--- src/rtl/store_narrow_buf_if.sv ---
// Store request / data-memory drain bus for store_narrow_buf.
// The master issues stores and acts as the memory side. The slave is the buffer.
interface store_narrow_buf_if;
    logic        in_valid;
    logic        in_ready;
    logic [1:0]  SOp;
    logic [31:0] addr;
    logic [31:0] wdata;
    logic        mem_valid;
    logic        mem_ready;
    logic [31:0] mem_addr;
    logic [31:0] mem_wdata;
    logic [3:0]  mem_be;
    logic        empty;
    logic        misalign;

    modport master (
        output in_valid, SOp, addr, wdata, mem_ready,
        input  in_ready, mem_valid, mem_addr, mem_wdata, mem_be, empty, misalign
    );

    modport slave (
        input  in_valid, SOp, addr, wdata, mem_ready,
        output in_ready, mem_valid, mem_addr, mem_wdata, mem_be, empty, misalign
    );
endinterface

--- src/rtl/store_narrow_buf.sv ---
// Narrows 32-bit store data to byte/half/word lanes and queues it in a small FIFO drained to DM.
// Define STORE_MERGE_EN to merge a store into the newest entry when it targets the same word.
module store_narrow_buf #(
    parameter int DEPTH = 4,
    parameter int PTR_W = 2
) (
    input logic             clk,
    input logic             reset,
    store_narrow_buf_if.slave bus
);

    typedef struct packed {
        logic [29:0] word;
        logic [31:0] data;
        logic [3:0]  be;
    } entry_t;

    localparam logic [PTR_W:0] CNT_FULL = (PTR_W + 1)'(DEPTH);
    localparam logic [PTR_W:0] CNT_ONE  = (PTR_W + 1)'(1);

    entry_t           buf_q [DEPTH];
    logic [PTR_W-1:0] wr_ptr, rd_ptr;
    logic [PTR_W:0]   count;
    logic             misalign_q;

    logic        legal, accept, push, pop, merge, alloc;
    logic [31:0] new_data;
    logic [3:0]  new_be;
    entry_t      head;

    always_comb begin
        new_data = bus.wdata;
        new_be   = 4'b1111;
        legal    = 1'b0;
        case (bus.SOp)
            2'b00: legal = (bus.addr[1:0] == 2'b00);
            2'b01: begin
                new_data = {2{bus.wdata[15:0]}};
                new_be   = bus.addr[1] ? 4'b1100 : 4'b0011;
                legal    = !bus.addr[0];
            end
            2'b10: begin
                new_data = {4{bus.wdata[7:0]}};
                new_be   = 4'b0001 << bus.addr[1:0];
                legal    = 1'b1;
            end
            default: legal = 1'b0;
        endcase
    end

    assign accept = bus.in_valid && bus.in_ready;
    assign push   = accept && legal;
    assign pop    = bus.mem_valid && bus.mem_ready;
    assign alloc  = push && !merge;

`ifdef STORE_MERGE_EN
    logic [PTR_W-1:0] tail_ptr;
    entry_t           tail, merged;

    // The tail is off limits when it is also the head leaving this cycle.
    always_comb begin
        tail_ptr  = wr_ptr - 1'b1;
        tail      = buf_q[tail_ptr];
        merged    = tail;
        merged.be = tail.be | new_be;
        for (int b = 0; b < 4; b++) begin
            if (new_be[b]) merged.data[8*b +: 8] = new_data[8*b +: 8];
        end
        merge = push && (count != '0) && (tail.word == bus.addr[31:2])
                && !(pop && count == CNT_ONE);
    end
`else
    assign merge = 1'b0;
`endif

    always_ff @(posedge clk) begin
        if (reset) begin
            // NOTE: the entry array is reset too, because the head entry drives mem_* directly
            // and those outputs must read zero straight out of reset.
            for (int i = 0; i < DEPTH; i++) buf_q[i] <= '0;
            wr_ptr     <= '0;
            rd_ptr     <= '0;
            count      <= '0;
            misalign_q <= 1'b0;
        end else begin
            misalign_q <= accept && !legal;
            if (alloc) begin
                buf_q[wr_ptr] <= '{word: bus.addr[31:2], data: new_data, be: new_be};
                wr_ptr        <= wr_ptr + 1'b1;
            end
`ifdef STORE_MERGE_EN
            if (merge) buf_q[tail_ptr] <= merged;
`endif
            if (pop) rd_ptr <= rd_ptr + 1'b1;
            case ({alloc, pop})
                2'b10:   count <= count + 1'b1;
                2'b01:   count <= count - 1'b1;
                default: count <= count;
            endcase
        end
    end

    assign head          = buf_q[rd_ptr];
    assign bus.in_ready  = (count != CNT_FULL);
    assign bus.mem_valid = (count != '0);
    assign bus.empty     = (count == '0);
    assign bus.misalign  = misalign_q;
    assign bus.mem_addr  = {head.word, 2'b00};
    assign bus.mem_wdata = head.data;
    assign bus.mem_be    = head.be;

endmodule

--- src/flat_wrapper.sv ---
// flat-port wrapper written by rule: the top's interface ports become plain ports
module store_narrow_buf_flat 
#(
    parameter int DEPTH = 4,
    parameter int PTR_W = 2
)
  (clk, reset, bus_in_valid, bus_SOp, bus_addr, bus_wdata, bus_mem_ready, bus_in_ready, bus_mem_valid, bus_mem_addr, bus_mem_wdata, bus_mem_be, bus_empty, bus_misalign);
  store_narrow_buf_if bus_i ();
  input logic clk;
  input logic reset;
  input wire logic [$bits(bus_i.in_valid)-1:0] bus_in_valid;
  input wire logic [$bits(bus_i.SOp)-1:0] bus_SOp;
  input wire logic [$bits(bus_i.addr)-1:0] bus_addr;
  input wire logic [$bits(bus_i.wdata)-1:0] bus_wdata;
  input wire logic [$bits(bus_i.mem_ready)-1:0] bus_mem_ready;
  output wire logic [$bits(bus_i.in_ready)-1:0] bus_in_ready;
  output wire logic [$bits(bus_i.mem_valid)-1:0] bus_mem_valid;
  output wire logic [$bits(bus_i.mem_addr)-1:0] bus_mem_addr;
  output wire logic [$bits(bus_i.mem_wdata)-1:0] bus_mem_wdata;
  output wire logic [$bits(bus_i.mem_be)-1:0] bus_mem_be;
  output wire logic [$bits(bus_i.empty)-1:0] bus_empty;
  output wire logic [$bits(bus_i.misalign)-1:0] bus_misalign;
  assign bus_i.in_valid = bus_in_valid;
  assign bus_i.SOp = bus_SOp;
  assign bus_i.addr = bus_addr;
  assign bus_i.wdata = bus_wdata;
  assign bus_i.mem_ready = bus_mem_ready;
  assign bus_in_ready = bus_i.in_ready;
  assign bus_mem_valid = bus_i.mem_valid;
  assign bus_mem_addr = bus_i.mem_addr;
  assign bus_mem_wdata = bus_i.mem_wdata;
  assign bus_mem_be = bus_i.mem_be;
  assign bus_empty = bus_i.empty;
  assign bus_misalign = bus_i.misalign;
  store_narrow_buf #(.DEPTH(DEPTH), .PTR_W(PTR_W)) u_core (.clk(clk), .reset(reset), .bus(bus_i));
endmodule
--- config.mk ---
export PLATFORM = sky130hd
export DESIGN_NAME = store_narrow_buf_flat
export DESIGN_NICKNAME = d
export VERILOG_FILES = /design/src/rtl/store_narrow_buf_if.sv /design/src/rtl/store_narrow_buf.sv /design/src/flat_wrapper.sv
export SDC_FILE = /design/constraint.sdc
export NUM_CORES = 1
export LEC_CHECK = 0
export CAP_MARGIN = 20
export CORE_MARGIN = 3
export CORE_UTILIZATION = 46
export DETAILED_ROUTE_END_ITERATION = 12
export HOLD_SLACK_MARGIN = 0.15
export PLACE_DENSITY_LB_ADDON = 0.1
export SETUP_SLACK_MARGIN = 0.5
export SYNTH_ARGS = -nofsm -noshare
export SYNTH_HDL_FRONTEND = slang
export SYNTH_SLANG_ARGS = --single-unit
export TNS_END_PERCENT = 1
--- constraint.sdc ---
create_clock -name clk -period 3.2 [get_ports clk]
set_input_delay 0.48 -clock clk [delete_from_list [all_inputs] [get_ports clk]]
set_output_delay 0.48 -clock clk [all_outputs]
set_load 0.005 [all_outputs]
After elaboration in Yosys (flattened, before gate mapping)
Memories as Yosys holds them, arrays and structs flattened. A register that Yosys moved wholly into a read port is not among the register bits.
Index checks and enable logic that the tools add are counted.
{"block": "classes", "n_reduce_logical": 12, "eq_ne": 5, "mux": 15, "shifts": 1, "addsub": 4}
{"cell": "$mux 66", "count": 1}
{"cell": "$reduce_or 66->1", "count": 1}
{"cell": "$pmux 32 s2", "count": 1}
{"cell": "$pmux 4 s2", "count": 1}
{"cell": "$mux 1", "count": 6}
{"cell": "$mux 2", "count": 3}
{"cell": "$pmux 3 s2", "count": 1}
{"cell": "$add 2x1->2 const B", "count": 2}
{"cell": "$eq 2x1->1 const B", "count": 2}
{"cell": "$eq 2x2->1 const B", "count": 2}
{"cell": "$logic_and 1x1->1", "count": 4}
{"cell": "$logic_not 2->1", "count": 2}
{"cell": "$mux 4", "count": 1}
{"cell": "$shl 1x2->4 const A", "count": 1}
{"cell": "$add 3x1->3 const B", "count": 1}
{"cell": "$logic_not 3->1", "count": 1}
{"cell": "$ne 3x3->1 const B", "count": 1}
{"cell": "$pmux 1 s3", "count": 1}
{"cell": "$reduce_bool 3->1", "count": 1}
{"cell": "$sub 3x1->3 const B", "count": 1}
{"cell": "$logic_not 1->1", "count": 2}
{"cell": "$reduce_bool 2->1", "count": 1}
{"block": "word_totals", "register_bits": 8, "word_cells": 42, "n_memories": 1, "out_inout_bits": 72, "ramBits": 264}
{"name": "u_core.buf_q", "words": 4, "width": 66, "rd": 1, "rd_ports_with_merged_regs": 1, "wr": 4, "line": "store_narrow_buf.sv:21", "source": "entry_t buf_q [DEPTH];"}

Logic depth before layout (Yosys ltp)
{"block": "depth", "ltp_word": 8, "mapped_depth": 14, "mapped_depth_nobuf": 12}

Worst setup path after synthesis
No wires, ideal clock.
{"block": "synth_path", "path_type": "input -> register", "from": "in bus_SOp[0]", "to": "mem u_core.buf_q[1][0] in the netlist's numbering (enable)", "arrival_time_ns": 2.622, "path_buffers": 2, "path_slack_ns": -0.130, "setup_time_ns": 0.708, "stages": 8, "cell_sequence": "inv_1 -> ha_1 -> or2_1 -> buf_6 -> o221a_1 -> buf_2 -> nand2_1 -> nand2b_1"}
{"element": "start, declared", "line": "flat_wrapper.sv:12", "source": "input wire logic [$bits(bus_i.SOp)-1:0] bus_SOp;"}
{"element": "end, declared", "line": "store_narrow_buf.sv:21"}

==> results.tsv <==
metric	value	unit
aggregate global-route resource usage	21.5	%
CP max-delay cell	mux4_2	
Num CTS Buffers	30	
Yosys top cell area share	65.5	%
Final Skew	0.00639	ns
Clock transition at path regs	0.05	ns
Post-DRT Antenna Nets	0	
Final Setup Violations	0	
post-synthesis adder-cell area fraction	0.683	%
FF+latch count, synth	274	
GRT met3 Usage	3.24	%
vias in the first global route	8086	
compound-cell area share of the yosys netlist	2.47	%
Vias per Instance	5.80	
power per cell area	636	mW/mm^2
NumNets Final	1009	
DRC viols	0	
Worst Setup End Kind	primary output	
unique cell type count in the Yosys netlist	39	
Leakage	5.75	nW
largest family of logic cells by synthesized area	simple AND/OR/NAND/NOR gates	
CORE AREA	0.0255	mm^2
HP Class	reg -> reg	
final critical-path required period	2.78	ns
worst r2r src	u_core.count[2]	
Post-Syn Area	0.0121	mm^2
Port Buffers	139	
status	completed	
Worst-Margin Slew	0.861	ns
Area contributors post-synth	edfxtp_1 (66%), mux4_2 (12%), and3_1 (5.9%), nor2_1 (3.6%), and2_1 (2.1%)	
WHS Path Cells	2	
first-pass GRT wire length	46.9	mm
startpoint types	register	
Final Hold Fails	0	
met1 Use GR	29.9	%
num rows	58	
vias	7457	
flop2flop setup slack	0.50	ns
DRT Pass-1 Iters	5	
Slew Limit Fails	0	
worst setup margin	0.424	ns
io pins	142	
register area share after synthesis	67.2	%
Hold Crit Start	u_core.rd_ptr[1]	
Routability Congestion	0.794	
Max-cap violations	0	
Die W	168	um
Req. time, crit path	2.72	ns
CTS Hold Bufs	0	
worst-skew pair later-pin latency	0.53	ns
max_slew headroom	42.6	%
Final Util	58.8	%
n_diodes	0	
Tcrit/Tclk final	86.7	%
Max IR drop VDD	0.511	mV
pre-CTS WS	-0.115	ns
share of post-route cells with drive strength above 1	16.7	%
Worst EP arrival	2.30	ns
drt initial violations	603	
die area	0.0283	mm^2
met2 Track Usage GR	36.4	%
DRT Wirelength	30.3	mm
critical path's largest stage delay	0.52	ns
CTS H-tree depth	1	
R2R depth	10	
Hold Worst Slack	0.547	ns
Clock Tree Root	clkbuf_16	
post-DP HPWL	17.9	mm
gr ovfl total	0	
largest area contributor in the netlist	edfxtp_1	
Crit Path Max Fanout	12	
CTS tree	built	
DP Area	0.0139	mm^2
R2R Path End	u_core.count[2]	
largest net degree at the start of global routing	77	
cell area after layout	0.0150	mm^2
simple-gate share of the synthesized area	13.9	%
GRT busiest layer	met2	
achievable frequency	360	MHz
die height	168	um
wire length per cell	23.5	um
critical setup path kind	reg -> out	
Initial Util	47.4	%
post-synthesis xor/xnor area fraction	0.290	%
post-synthesis mux area share	12.4	%
antenna violations before repair	0	
warning count from the yosys run	0	
critical path, cell by cell	buf_12 -> buf_16 -> mux4_2 -> clkdlybuf4s50_1	
P&R area growth vs syn	24.1	%
Cells after Synth	790	
maximum buffer depth of the clock tree	3	
clk sinks	274	
Mapped Avg Cell Area	15.3	um^2
RSZ-0062 raised after global routing	yes	
## kinds of logic after synthesis
family	after synthesis
AO/OA/AOI/OAI	45
XOR/XNOR	4
adder cells (fa/ha/maj)	6
buffers and inverters	78
flip-flops	274
multiplexers	67
other	1
AND/OR/NAND/NOR	315
## synth_stat cells, drive strengths merged
cell type,number
edfxtp,264
a22oi,16
and3,115
nor2b,15
or3,2
a31o,1
o21a,1
mux4,66
a31oi,8
nand2b,5
o221a,1
and2,40
ha,5
a21boi,2
mux2,1
dfxtp,10
conb,1
a21o,1
nor3,1
nand4b,1
nand2,13
and4b,1
and4,1
o31a,1
clkbuf,36
buf,31
xor2,3
o21ai,11
inv,11
a21oi,3
or2,1
nor2,116
fa,1
and4bb,3
nor3b,1
xnor2,1
## cell usage in the layout (no fill, tap or decap), types with 8 or more instances in the layout
master / instances
a22oi_1: 16
a31oi_1: 8
and2_1: 40
and3_1: 115
buf_4: 27
clkbuf_1: 11
clkbuf_16: 31
clkdlybuf4s50_1: 137
dfxtp_1: 8
edfxtp_1: 264
inv_1: 11
mux4_2: 66
nand2_1: 13
nor2_1: 116
nor2b_1: 15
o21ai_0: 11
## how the worst max path moves through the flow
stage | start | end | slack, ns | cells past startpoint
floorplan | bus_SOp[0] | u_core.buf_q[2][0] | -0.11 | 8
CTS | register | bus_mem_addr[19] | 0.38 | 4
detailed placement | bus_SOp[1] | u_core.count[2] | -0.12 | 13
global placement | bus_SOp[0] | u_core.count[2] | 0.03 | 13
finish | register | bus_mem_addr[28] | 0.42 | 4
global route | register | bus_mem_addr[23] | 0.35 | 4
## final cells by class
cell class,instances,area (um^2)
repair buffers,177,1810
multi-input cells,439,3660
clock inverters,13,136
flip-flops and latches,274,8140
clock buffers,42,817
inverters,11,41.3
well taps,330,413
fillers,2017,10500
## through the flow
stage,std cells,power [mW],TNS [ns]
finish,1286,9.55,0
CTS,1285,9.65,0
floorplan,791,5.25,-14.48
global placement,1226,6.18,0
global route,1286,9.96,0
detailed placement,1226,6.21,-0.379
## layer usage
layer	vias to the layer above	share of wire, %	wire, um
met5	-	0	0
met1	3841	42	12700
li1	3286	-	-
met3	43	6.0	1830
met4	0	2.0	616
met2	287	50	15200
## timing repair
| action | CTS | global route |
|---|---|---|
| resized for setup | 5 | 7 |
| setup buffers | 3 | 1 |
| pin swaps | 0 | 2 |
| gates cloned | 1 | 0 |
| setup endpoints to repair | 67 | 147 |
## power breakdown
group	internal, mW	switching [mW]
Sequential	4.11	0.0970
Combinational	1.16	0.862
Clock	2.01	1.32
## sequential cells by signal, indices dropped and copies added (netlist names), named ones only
signal	count
u_core.buf_q	264
u_core.bus.misalign	1
u_core.count	3
u_core.rd_ptr	2
u_core.wr_ptr	2
## worst max-delay path: cells and delay by family (launching register included)
family | cells | cell delay, ns
flops | 1 | 0.48
buf+inv | 3 | 0.76
mux | 1 | 0.52
(Power assumes the default switching activity.)
